**src/rtl/fetch_unit.sv**
```systemverilog
// Fetch stage: loads the PC from the reset vector, then puts the PC on the address bus
// and latches instruction/operand bytes when the control unit strobes.
module fetch_unit #(
  parameter logic [15:0] RESET_VECTOR = 16'hFFFC,
  parameter logic [7:0]  NOP_OPCODE   = 8'hEA
) (
  input  logic        clk,
  input  logic        reset,
  input  logic [7:0]  data_in,
  input  logic        instruction_load,
  input  logic        increment_pc,
  input  logic        operand_load,
  input  logic        address_select,
  output logic [15:0] address,
  output logic [7:0]  opcode,
  output logic [7:0]  opcode_reg,
  output logic [7:0]  operand_reg,
  output logic [15:0] pc,
  output logic        running
);

  typedef enum logic [1:0] {
    VEC_LO = 2'b00,
    VEC_HI = 2'b01,
    RUN    = 2'b10
  } state_t;

  state_t      state_q, state_d;
  logic [15:0] pc_q, pc_d;
  logic [7:0]  opcode_reg_q, opcode_reg_d;
  logic [7:0]  operand_reg_q, operand_reg_d;
  logic        running_q, running_d;

  // Next-state, register updates and the combinational bus outputs
  always_comb begin
    state_d       = state_q;
    pc_d          = pc_q;
    opcode_reg_d  = opcode_reg_q;
    operand_reg_d = operand_reg_q;
    address       = RESET_VECTOR;
    opcode        = NOP_OPCODE;
    case (state_q)
      VEC_HI: begin
        address = RESET_VECTOR + 16'd1;
        pc_d    = {data_in, pc_q[7:0]};
        state_d = RUN;
      end
      RUN: begin
        opcode = data_in;
        if (address_select) begin
          address = {8'h00, operand_reg_q};
        end else begin
          address = pc_q;
        end
        if (instruction_load) begin
          opcode_reg_d = data_in;
        end else begin
          opcode_reg_d = opcode_reg_q;
        end
        if (operand_load) begin
          operand_reg_d = data_in;
        end else begin
          operand_reg_d = operand_reg_q;
        end
        if (increment_pc) begin
          pc_d = pc_q + 16'd1;
        end else begin
          pc_d = pc_q;
        end
      end
      // VEC_LO, plus the unused encoding so a corrupted state restarts the vector fetch
      default: begin
        address = RESET_VECTOR;
        pc_d    = {pc_q[15:8], data_in};
        state_d = VEC_HI;
      end
    endcase
    running_d = (state_d == RUN);
  end

  // State and datapath registers; reset overrides every strobe
  always_ff @(posedge clk) begin
    if (reset) begin
      state_q       <= VEC_LO;
      pc_q          <= 16'h0000;
      opcode_reg_q  <= NOP_OPCODE;
      operand_reg_q <= 8'h00;
      running_q     <= 1'b0;
    end else begin
      state_q       <= state_d;
      pc_q          <= pc_d;
      opcode_reg_q  <= opcode_reg_d;
      operand_reg_q <= operand_reg_d;
      running_q     <= running_d;
    end
  end

  assign pc          = pc_q;
  assign opcode_reg  = opcode_reg_q;
  assign operand_reg = operand_reg_q;
  assign running     = running_q;

endmodule

```
**config.mk**
```make
export PLATFORM = sky130hd
export DESIGN_NAME = fetch_unit
export DESIGN_NICKNAME = d
export VERILOG_FILES = /design/src/rtl/fetch_unit.sv
export SDC_FILE = /design/constraint.sdc
export NUM_CORES = 1
export LEC_CHECK = 0
export CORE_MARGIN = 2
export CORE_UTILIZATION = 40
export CTS_CLUSTER_DIAMETER = 100
export DETAILED_ROUTE_END_ITERATION = 10
export HOLD_SLACK_MARGIN = 0.08
export PLACE_DENSITY = 0.75
export SYNTH_ARGS = -nofsm -noshare
export SYNTH_HDL_FRONTEND = slang
export SYNTH_SLANG_ARGS = --single-unit
```
**constraint.sdc**
```tcl
create_clock -name clk -period 4.8 [get_ports clk]
set_clock_uncertainty 0.05 [all_clocks]
set_input_delay 0.48 -clock clk [delete_from_list [all_inputs] [get_ports clk]]
set_output_delay 0.48 -clock clk [all_outputs]
set_load 0.1 [all_outputs]
```
# After elaboration in Yosys (flattened, before gate mapping)
# Index checks and enable logic that the tools add are counted.
totals:
  ff_bits: 35
  wordCells: 23
  ramBits: 0
  output_inout_bits: 57
  rom_bits: 0
  input_bits: 14
  memories: 0
  latchBits: 0
op_classes:
  addsub: 1
  multipliers: 0
  muxes: 6
  eq_ne: 4
  n_lt_le_gt_ge: 0
  bitwise: 1
  reduce_logical: 5
  n_div: 0
  shifts: 0
ops:
  columns: ["cell", "count"]
  rows:
  - ["$pmux W16 S2", 2]
  - ["$mux W16", 2]
  - ["$add A16 B1 Y16 const B", 1]
  - ["$mux W8", 1]
  - ["$reduce_and A2 Y1", 4]
  - ["$eq A2 B2 Y1 const B", 2]
  - ["$pmux W2 S2", 1]
  - ["$eq A2 B1 Y1 const B", 1]
  - ["$ne A2 B2 Y1 const B", 1]
  - ["$reduce_bool A2 Y1", 1]
  - ["$not A1 Y1", 1]

# Logic depth before layout (Yosys ltp)
# Gate-level depths: netlist of run 1.
logic_depth:
  depth_word: 3
  depth_mapped: 9
  depth_no_buf: 6

# Worst setup path after synthesis of run 1
# OpenSTA, ideal clock, no wires.
synth_path:
  kind: "reg-to-output"
  from: "register state_q[1]"
  to: "output address[2]"
  path_buffers: 1
  required_time_ns: 4.270
  t_arrival_ns: 3.588
  stages_incl_launch_ff: 5
  slack_ns: 0.682
  path_cell_list: "dfxtp_1 ha_1 buf_6 inv_1 o21ai_0"
synth_via:
  elab_chain_len: 2
  elab_cells_between_ends: 3
  classes_between: "eq/ne (2); mux (1)"
synth_lines:
  columns: ["element", "line_no", "text"]
  rows:
  - ["start: declaration", "28", "state_t state_q, state_d;"]
  - ["start signal: assignment", "90", "state_q <= state_d;"]
  - ["$eq A2 B2 Y1 or $eq A2 B1 Y1 (tied branches)", "42", "case (state_q)"]
  - ["$pmux W16 S2 *", "42", null]
  - ["end: declaration", "14", "output logic [15:0] address,"]
# Every way passes the cells marked *; elsewhere a longest branch is shown, timed or not.

# Final worst setup path of run 1
layout_path:
  from: "register state_q[0]"
  to: "output address[6]"
# Same word-level chain as after synthesis.

==> summary.md, run 1 <==
| Metric | Value |
|---|---|
| Clk root buf | `clkbuf_8` |
| Grt met3 use | `0.06640` |
| CTS tree | `yes` |
| ANT cells | `0` |
| Placeable Area | `0.004755 mm2` |
| GR Layer Usage met2 | `0.3677` |
| Distinct cells, synth | `37` |
| Seq cells post-synth | `34` |
| Antenna-violating nets left | `0` |
| Via density | `5.741` |
| Setup Viol. Count Final | `0` |
| Register area share after synthesis | `0.3424` |
| Max Cap Viol | `0` |
| YS warnings | `0` |
| Vias in the first global route | `2,058` |
| Post-DR wirelength/cell | `15.80 um` |
| Starting Density | `0.4182` |
| Crit path cell chain | `inv_1 > ha_1 > nor2_1 > o21ai_0 > clkdlybuf4s50_1` |
| Vias | `2,302` |
| Kind of critical path | `reg2out` |
| Antenna violations before repair | `0` |
| Worst path bufs/invs | `2` |
| Clock period minus worst slack | `3781 ps` |
| DR DRC count | `0` |
| Synthesized net count | `290` |
| Slew margin rel. | `0.2016` |
| Largest net degree at the start of global routing | `32` |
| Reg2reg end | `pc[7]$_SDFFE_PP0P_` |
| Synth Cell Area | `0.001988 mm2` |
| Hold endpoint | `opcode_reg[0]$_SDFFE_PP0P_` |
| Largest delay share family, worst path | `buffers and inverters` |
| CP arrival | `3250 ps` |
| Die ar. | `0.005550 mm2` |
| First drt pass iteration count | `5` |
| Hold_buf cts | `0` |
| Num CTS Buffers | `5` |
| Post-route setup TNS | `0 ps` |
| Final HPWL DP | `4420 um` |
| R2R Path Start | `state_q[0]$_SDFF_PP0_` |
| Cell count after synthesis | `273` |
| Port Buffers | `70` |
| Cell Rows | `25` |
| Post-Route WL | `6335 um` |
| CP Capture Type | `output port` |
| # nets final | `350` |
| Source of the worst hold timing path | `opcode_reg[0]$_SDFFE_PP0P_` |
| Max reg flops | `16` |
| Worst R2R Setup Slack | `2570 ps` |
| Worst-skew pair later-pin latency | `290 ps` |
| Clk pin slew, worst setup/hold paths | `70 ps` |
| FMAX | `264.4 MHz` |
| Post-CTS resize count | `0` |
| Worst Tran Pin Value | `1194 ps` |
| Worst Hold Path Cells | `2` |
| Area grow syn2layout | `39.84%` |
| Worst min path class | `reg2reg` |
| Mean Syn Cell Area | `7.283 um2` |
| Share of layout cells above drive strength 1 | `0.06287` |
| R2r worst-path depth | `6` |
| Max Slew Vio Count | `0` |
| GR Util met1 | `0.3228` |
| Starting DRC count in detailed routing | `217` |
| RSZ-0062 raised after global routing | `no` |
| Setup Buffers After CTS | `0` |
| I/O pin count | `71` |
| Chip height | `74.50 um` |
| Worst-path fanout max | `23` |
| CP max-delay cell | `clkdlybuf4s50_1` |
| H-tree level count | `2` |
| Req. time, crit path | `4270 ps` |
| Clk sinks | `34` |
| Crit-path max cell delay | `1030 ps` |
| GP Congestion | `0.8650` |
| Busiest grt layer | `met2` |
| Hold Vio Cnt, Final | `0` |
| Period utilization | `0.7878` |
| First-pass GRT wire length | `9922 um` |
| Grt total ovfl | `0` |
| Status | `finished, final reports clean` |
| Clock Tree Buf Depth | `2` |
| Fillers | `483` |
| GRT Overall Usage | `0.2333` |
| Crit start category | `flip-flop` |
| Die X | `74.50 um` |
[synthesized netlist by cell type]
master,number,area [um2]
and3_1,4,25.02
o211ai_1,2,15.01
o31ai_1,3,22.52
o2bb2ai_1,1,8.760
a311oi_1,2,17.52
o41ai_1,1,8.760
o31a_1,2,17.52
nor2b_1,2,12.51
a211oi_1,3,22.52
mux2_2,1,11.26
nand3_1,29,145.1
or2_1,1,6.260
buf_6,3,33.78
inv_1,7,26.28
clkbuf_1,11,41.29
dfxtp_1,34,680.7
o21ai_0,12,60.06
a311o_1,1,10.01
nor3_1,8,40.04
or2_2,1,6.260
and4_1,1,8.760
nand2b_1,9,56.30
or4_4,1,11.26
and2_1,3,18.77
o22ai_1,5,31.28
nor2b_4,1,13.76
a41oi_2,1,16.27
nand4_1,4,25.02
nor4_1,5,31.28
mux2i_1,10,100.1
o21bai_1,1,7.510
a21oi_1,24,120.1
nor2_1,19,71.32
nand2_1,52,195.2
ha_1,3,37.54
a32oi_1,2,17.52
buf_1,4,15.01
[through the flow]
| stage | util | cells | setup slack, ps | hold slack, ps | instance area [um2] |
|---|---|---|---|---|---|
| 2_1_floorplan | - | 273 | 681.6 | 575.7 | 1988 |
| 3_3_place_gp | 0.5616 | 393 | 1389 | 391.2 | 2670 |
| 3_5_place_dp | 0.5616 | 393 | 1331 | 396.2 | 2670 |
| 4_1_cts | 0.5847 | 401 | 1005 | 406.1 | 2780 |
| 5_1_grt | 0.5847 | 401 | 797.0 | 448.8 | 2780 |
| 6_report | 0.5847 | 401 | 1019 | 406.7 | 2780 |
[cell type report]
| cell class | count | area [um2] | area share |
|---|---|---|---|
| multi-input cells | 214 | 1191 | 0.4284 |
| repair buffers | 71 | 688.2 | 0.2475 |
| flip-flops and latches | 34 | 680.7 | 0.2448 |
| well taps | 67 | 83.83 | 0.03015 |
| clock buffers | 6 | 72.57 | 0.02610 |
| clock inverters | 2 | 37.54 | 0.01350 |
| inverters | 7 | 26.28 | 0.009451 |
[cells in the final DEF, fill, tap and decap left out, types with 3 or more instances in the layout]
cell	n
clkdlybuf4s50_1	62
nand2_1	52
dfxtp_1	34
nand3_1	29
a21oi_1	24
nor2_1	19
o21ai_0	12
mux2i_1	10
nand2b_1	9
buf_4	9
nor3_1	8
inv_1	7
nor4_1	5
o22ai_1	5
clkbuf_8	5
nand4_1	4
and3_1	4
and2_1	3
o31ai_1	3
a211oi_1	3
ha_1	3
[tightest hold or removal path: stages (launching register included)]
cell     delay, ps
dfxtp_1        310
nand2_1         50
a21oi_1         50
[worst max path at each step]
| stage | start | endpoint | slack [ps] | cells after the start |
|---|---|---|---|---|
| 6_report | state_q[0]$_SDFF_PP0_ | address[6] | 1020 | 5 |
| 5_1_grt | state_q[0]$_SDFF_PP0_ | address[7] | 800 | 5 |
| 4_1_cts | state_q[0]$_SDFF_PP0_ | address[6] | 1000 | 5 |
| 3_5_place_dp | state_q[0]$_SDFF_PP0_ | address[6] | 1330 | 5 |
| 3_3_place_gp | address_select | address[0] | 1390 | 5 |
| 2_1_floorplan | state_q[1]$_SDFF_PP0_ | address[2] | 680 | 4 |
[metal layers]
layer,vias to the layer above,routed length [um]
li1,1091,-
met1,1075,2736
met2,132,2943
met3,4,629
met4,0,25
met5,-,0
[logic make-up after synthesis]
| logic type | Yosys count | synth area share |
|---|---|---|
| muxes | 11 | 0.05601 |
| buffers and inverters | 25 | 0.05853 |
| AOI/OAI and AO/OA | 60 | 0.1888 |
| adders and majority gates | 3 | 0.01888 |
| DFF | 34 | 0.3424 |
| and+or+nand+nor | 140 | 0.3354 |
Power of run 1 is left out: the tool's default activity adds up to more than one toggle a clock period on the data nets, which glitch-free logic cannot reach.
==> inputs of run 2 (changes only) <==
==> constraint.sdc (replaced) <==
create_clock -name clk -period 3.5 [get_ports clk]
set_clock_uncertainty 0.05 [all_clocks]
set_input_delay 0.35 -clock clk [delete_from_list [all_inputs] [get_ports clk]]
set_output_delay 0.35 -clock clk [all_outputs]
set_load 0.1 [all_outputs]
==> run 2 against run 1 <==
Net effect: count of clock-buffer cells in the layout up 1; via count fell by 2.4%; global-route usage down 0.34 points; first-iteration DRC count rose by 24%; sequential share of layout area fell by 0.49 points; non-clock buffer count increased by 2; final area grew 2.0%; cell count increased by 0.50%; wire length fell by 5.3%; critical path depth is 1 higher; hold slack worse by 2.7 ps.
==> summary.md, run 2 (same netlist as run 1, synthesis figures left out) <==
| Metric | Value |
|---|---|
| Via density | `5.576` |
| Worst Hold Path Cells | `2` |
| Area grow syn2layout | `42.67%` |
| Vias in the first global route | `1,934` |
| CP max-delay cell | `nor2_1` |
| FMAX | `375.0 MHz` |
| Cell Rows | `25` |
| R2R Path Start | `state_q[0]$_SDFF_PP0_` |
| Worst min path class | `reg2reg` |
| Slew margin rel. | `0.3389` |
| Num CTS Buffers | `5` |
| Cells after DPL | `395` |
| GP Congestion | `0.8590` |
| Worst-path fanout max | `15` |
| Clk sinks | `34` |
| Most common cell after layout, fill and taps aside | `nand2_1` |
| Fin cells | `403` |
| Max Slew Vio Count | `0` |
| Hold Vio Cnt, Final | `0` |
| Setup Buffers After CTS | `0` |
| Die ar. | `0.005550 mm2` |
| Starting Density | `0.4182` |
| Share of layout cells above drive strength 1 | `0.1161` |
| Post-Route WL | `5998 um` |
| Reg2reg end | `pc[7]$_SDFFE_PP0P_` |
| Max Cap Viol | `0` |
| Crit-path max cell delay | `480 ps` |
| Most frequent cells in the layout | `52 x nand2_1, 46 x clkdlybuf4s50_1, 34 x dfxtp_1` |
| Chip height | `74.50 um` |
| Hold_buf cts | `0` |
| Most frequent CP cell | `nand2_1` |
| CTS tree | `yes` |
| First drt pass iteration count | `5` |
| Worst path bufs/invs | `2` |
| Post-CTS resize count | `0` |
| Post-DR wirelength/cell | `14.88 um` |
| Vias | `2,247` |
| Worst-skew pair later-pin latency | `290 ps` |
| Die X | `74.50 um` |
| Largest delay share family, worst path | `simple AND/OR/NAND/NOR gates` |
| Kind of critical path | `reg2out` |
| DR DRC count | `0` |
| Placement-stage worst setup slack | `1087 ps` |
| Final HPWL DP | `4146 um` |
| Setup Viol. Count Final | `0` |
| ANT cells | `0` |
| Port Buffers | `70` |
| First-pass GRT wire length | `9777 um` |
| CP arrival | `2270 ps` |
| Worst Tran Pin Value | `988.5 ps` |
| Layout Utilization | `0.5966` |
| Source of the worst hold timing path | `opcode_reg[4]$_SDFFE_PP0P_` |
| Starting DRC count in detailed routing | `270` |
| WP depth | `6` |
| GRT Overall Usage | `0.2298` |
| Clock Tree Buf Depth | `2` |
| Crit start category | `flip-flop` |
| Worst R2R Setup Slack | `1260 ps` |
| # nets final | `352` |
| Placeable Area | `0.004755 mm2` |
| CP Capture Type | `output port` |
| Antenna violations before repair | `0` |
| Crit path cell chain | `ha_1 > inv_1 > nor2_1 > nand2_1 > nand2_1 > buf_12` |
| Max reg flops | `16` |
| I/O pin count | `71` |
| Period utilization | `0.7619` |
| Fillers | `462` |
| Clk root buf | `clkbuf_8` |
| H-tree level count | `2` |
| RSZ-0062 raised after global routing | `no` |
| Antenna-violating nets left | `0` |
| Clk pin slew, worst setup/hold paths | `70 ps` |
| Req. time, crit path | `3100 ps` |
| Largest net degree at the start of global routing | `32` |
| Clock period minus worst slack | `2667 ps` |
| CP Launch Point | `state_q[1]$_SDFF_PP0_` |
| R2r worst-path depth | `6` |
| Hold endpoint | `opcode_reg[4]$_SDFFE_PP0P_` |
| Worst setup margin | `833.5 ps` |
| Status | `finished, final reports clean` |
| Grt total ovfl | `0` |
[run 2: cell types whose count changed in the layout (fill, tap and decap cells not counted), sizes merged]
cell	before	now
clkbuf	6	7
clkdlybuf4s50	62	46
clkinvlp	1	0
bufinv	1	0
buf	9	27
clkinv	0	1
[run 2: routing by layer]
layer	share of wire	global-route usage
met5	0	0
met4	0.017	0.08135
met3	0.10	0.05420
met2	0.43	0.3215
met1	0.45	0.3427
[run 2: worst max path at each step]
| stage | end |
|---|---|
| 3_3_place_gp | address[0] |
| 2_1_floorplan | address[2] |
| 5_1_grt | address[11] |
| 3_5_place_dp | address[0] |
| 6_report | address[14] |
| 4_1_cts | address[14] |
[run 2: worst reg2reg max path, stage by stage, from the launching register on]
cell and delay, ps:
dfxtp_1 330, inv_1 50, ha_1 550, nand2b_1 470, o41ai_1 490, nand2_1 90
a21oi_1 140
[run 2: area by class of cell]
class                           count  area (um2)  share of cell area
Multi-Input combinational cell    214        1191              0.4199
Timing Repair Buffer               73       763.2              0.2691
Sequential cell                    34       680.7              0.2400
Clock buffer                        7       86.33             0.03044
Tap cell                           67       83.83             0.02955
Inverter                            7       26.28            0.009263
Clock inverter                      1       5.005            0.001764
[run 2: per-stage QoR]
stage	hold slack (ps)	setup TNS (ps)	instance area, um2
finish	404.0	0	2836
global route	424.5	0	2836
CTS	407.0	0	2836
detailed placement	397.9	0	2745
global placement	390.7	0	2745
floorplan	445.7	-2930	1988
Power of run 2 is left out for the same reason.
==> inputs of run 3 (changes only) <==
==> constraint.sdc (replaced) <==
create_clock -name clk -period 2.6 [get_ports clk]
set_clock_uncertainty 0.05 [all_clocks]
set_input_delay 0.26 -clock clk [delete_from_list [all_inputs] [get_ports clk]]
set_output_delay 0.26 -clock clk [all_outputs]
set_load 0.1 [all_outputs]
==> run 3 against run 2 <==
Net effect: hold slack better by 9.6 ps; global-route usage increased by 0.17 points; die area is the same; utilization up 3.0 points; register-to-register slack worse by 790 ps; flip-flop and latch count did not move; final area up 5.1%; first-iteration DRC count rose by 6.7%; critical path type unchanged; critical endpoint is now address[1].
==> summary.md, run 3 (same netlist as run 1, synthesis figures left out) <==
| Metric | Value |
|---|---|
| Hold_buf cts | `0` |
| CP Capture Type | `output port` |
| Worst hold slack | `413.6 ps` |
| Placeable Area | `0.004755 mm2` |
| H-tree level count | `2` |
| Worst setup margin | `248.1 ps` |
| Area grow syn2layout | `49.91%` |
| Kind of critical path | `reg2out` |
| Post-Route WL | `6126 um` |
| Worst-skew pair later-pin latency | `290 ps` |
| Antenna violations before repair | `0` |
| Clk root buf | `clkbuf_8` |
| Largest delay share family, worst path | `simple AND/OR/NAND/NOR gates` |
| DR DRC count | `0` |
| Req. time, crit path | `2290 ps` |
| Final instance area | `0.002980 mm2` |
| Area after DPL | `0.002889 mm2` |
| I/O pin count | `71` |
| First drt pass iteration count | `7` |
| CP max-delay cell | `ha_1` |
| Clk pin slew, worst setup/hold paths | `70 ps` |
| Setup Buffers After CTS | `0` |
| Vias | `2,263` |
| RSZ-0062 raised after global routing | `no` |
| First-pass GRT wire length | `9949 um` |
| Chip height | `74.50 um` |
| Most frequent cells in the layout | `45 x buf_4, 44 x nand2_1, 33 x dfxtp_1` |
| Cell Rows | `25` |
| Vias in the first global route | `2,009` |
| Period utilization | `0.9046` |
| Die X | `74.50 um` |
| Crit-path max cell delay | `490 ps` |
| Max reg flops | `16` |
| Placement-stage worst setup slack | `542.7 ps` |
| Die ar. | `0.005550 mm2` |
| Grt total ovfl | `0` |
| Largest net degree at the start of global routing | `33` |
| GP Congestion | `0.8801` |
| Max Slew Vio Count | `0` |
| Worst path bufs/invs | `2` |
| Most common cell after layout, fill and taps aside | `buf_4` |
| Post-route setup TNS | `0 ps` |
| # nets final | `356` |
| Slew margin rel. | `0.5068` |
| Clk sinks | `34` |
| Worst-path fanout max | `16` |
| Worst R2R Setup Slack | `470 ps` |
| Final HPWL DP | `4361 um` |
| ANT cells | `0` |
| Antenna-violating nets left | `0` |
| Starting DRC count in detailed routing | `288` |
| Crit start category | `flip-flop` |
| Share of layout cells above drive strength 1 | `0.2735` |
| Port Buffers | `70` |
| Setup Viol. Count Final | `0` |
| Status | `finished, final reports clean` |
| CTS tree | `yes` |
| Worst Tran Pin Value | `737.0 ps` |
| Hold Vio Cnt, Final | `0` |
| GRT Overall Usage | `0.2316` |
| Clock period minus worst slack | `2352 ps` |
| Max Cap Viol | `0` |
| Num CTS Buffers | `5` |
| Starting Density | `0.4182` |
| CP arrival | `2040 ps` |
| Worst min path class | `reg2reg` |
| Crit path cell chain | `inv_1 > ha_1 > nand2b_1 > nor2_2 > buf_12` |
| Post-DR wirelength/cell | `15.05 um` |
| Clock Tree Buf Depth | `2` |
| Post-CTS resize count | `0` |
| Via density | `5.560` |
| FMAX | `425.2 MHz` |
-- run 3: through the flow --
stage          std cells  utilization
4_1_cts              407       0.6268
3_3_place_gp         399       0.6076
2_1_floorplan        273            -
5_1_grt              407       0.6268
3_5_place_dp         399       0.6076
6_report             407       0.6268
-- run 3: tightest hold or removal path, cell delays in order (launching register included) --
cell	delay, ps
dfxtp_1	310
nand2_1	50
a21oi_1	50
-- run 3: per-layer routing --
layer,vias to the layer above,track usage,wire length [um]
met5,-,0,0
met4,0,0.06151,139
met3,17,0.05827,552
met2,118,0.3609,2731
met1,1023,0.3199,2703
li1,1105,-,-
-- run 3: cell type report --
class / count / area (um2)
Fill cell: 439 / 1774
Multi-Input combinational cell: 214 / 1249
Timing Repair Buffer: 77 / 848.3
Sequential cell: 34 / 681.9
Clock buffer: 7 / 86.33
Tap cell: 67 / 83.83
Inverter: 7 / 26.28
Clock inverter: 1 / 5.005
-- run 3: path summary, 6_finish.rpt --
kind,from,to,depth (start not counted)
max reg2reg,state_q[0]$_SDFF_PP0_,pc[7]$_SDFFE_PP0P_,6
min,opcode_reg[0]$_SDFFE_PP0P_,opcode_reg[0]$_SDFFE_PP0P_,2
min reg2reg,opcode_reg[0]$_SDFFE_PP0P_,opcode_reg[0]$_SDFFE_PP0P_,2
max,state_q[0]$_SDFF_PP0_,address[1],5
Power of run 3 is left out for the same reason.
==> edit: new RTL, config.mk and constraints of run 2 <==
Change the parameter `RESET_VECTOR` from 16'hFFFC to 16'h8000.
--- a/src/rtl/fetch_unit.sv
+++ b/src/rtl/fetch_unit.sv
@@ -3,3 +3,3 @@
 module fetch_unit #(
-  parameter logic [15:0] RESET_VECTOR = 16'hFFFC,
+  parameter logic [15:0] RESET_VECTOR = 16'h8000,
   parameter logic [7:0]  NOP_OPCODE   = 8'hEA
Check against the original RTL: not equivalent (Yosys sat finds a counterexample within 4 cycles, from zero or initial values and one cycle with reset high).
==> edit against run 2 <==
Sequential cell count stayed put. Global-route usage up 2.7 points. Worst setup slack better by 0.080 ns. Non-clock buffer count rose by 1. Area after synthesis up 2.1%. Wire length increased by 15%. Design area increased by 4.9%.
==> edit: results (changes against run 2) <==
status: finished, final reports clean
largest net degree at the start of global routing: 30 (-6.3%)
r2r startpoint: state_q[1]$_SDFF_PP0_
Detailed Route WL: 6868 µm (+15%)
Layout fillers: 465 (+0.65%)
CP top delay family: buffers and inverters
multi-input gates: 217 (+1.4%)
Die X: 75.23 µm (+0.98%)
Hold Crit Start: opcode_reg[1]$_SDFFE_PP1P_
via count: 2375 (+5.7%)
r2r worst-path depth: 5 (-1)
worst reg2reg endpoint: pc[10]$_SDFFE_PP0P_
Slew headroom: 32.39% (-1.5 points)
Post-synth top cells: nand2_1 (36), dfxtp_1 (34), nand3_1 (32), a21oi_1 (23), nor2_1 (20)
gr usage total: 25.69% (+2.7 points)
Logic inverters: 5 (-2)
CP max stage cell: ha_1
clock network area share: 3.028% (-0.19 points)
vias in the first global route: 2144 (+11%)
share of post-route cells with drive strength above 1: 13.02% (+1.4 points)
pre-CTS setup slack: 1.009 ns (-0.07752 ns)
drt initial violations: 402 (+49%)
first-pass GRT wire length: 10970 µm (+12%)
hpwl dp: 4711 µm (+14%)
Net Count, Synth: 294 (+1.4%)
Buffers excl. clock: 74 (+1.4%)
GPL Wtd Cong: 0.9648 (+12%)
area of the multi-input gates: 1256 µm² (+5.5%)
Initial DRT Pass Iterations: 4 (-1)
crit path to: address[15]
Synth area leaders: dfxtp_1 (34%), nand3_1 (7.9%), nand2_1 (6.7%)
post-synthesis sequential area ratio: 33.54% (-0.70 points)
edit: cell types whose count changed in the layout (fill, tap and decap cells not counted), moves of 5 or more:
cell            run 2  this run
nand2_1            52        36
and2_1              3        13
buf_12              8        14
a31oi_1             0         5
buf_4              19        14
edit: metal layers:
layer	track usage, %	up-vias	wire length (µm)
li1	-	1115	-
met1	37.16	1105	2991
met2	37.91	140	2988
met3	7.095	15	744
met4	6.433	0	144
met5	0	-	0
edit: through the flow:
stage	hold WS [ns]	instances
6_report	0.4189	405
5_1_grt	0.4364	405
2_1_floorplan	0.4328	276
3_5_place_dp	0.4055	397
3_3_place_gp	0.3958	397
4_1_cts	0.4213	405
edit: logic make-up (layout without fill, tap and decap cells):
logic type	Yosys count	after routing	share of synthesized area, %
adder cells (fa/ha/maj)	4	4	2.466
AND/OR/NAND/NOR	146	146	36.68
multiplexers	10	10	4.994
flip-flops	34	34	33.54
buffers and inverters	25	87	5.117
AO/OA/AOI/OAI	57	57	17.20
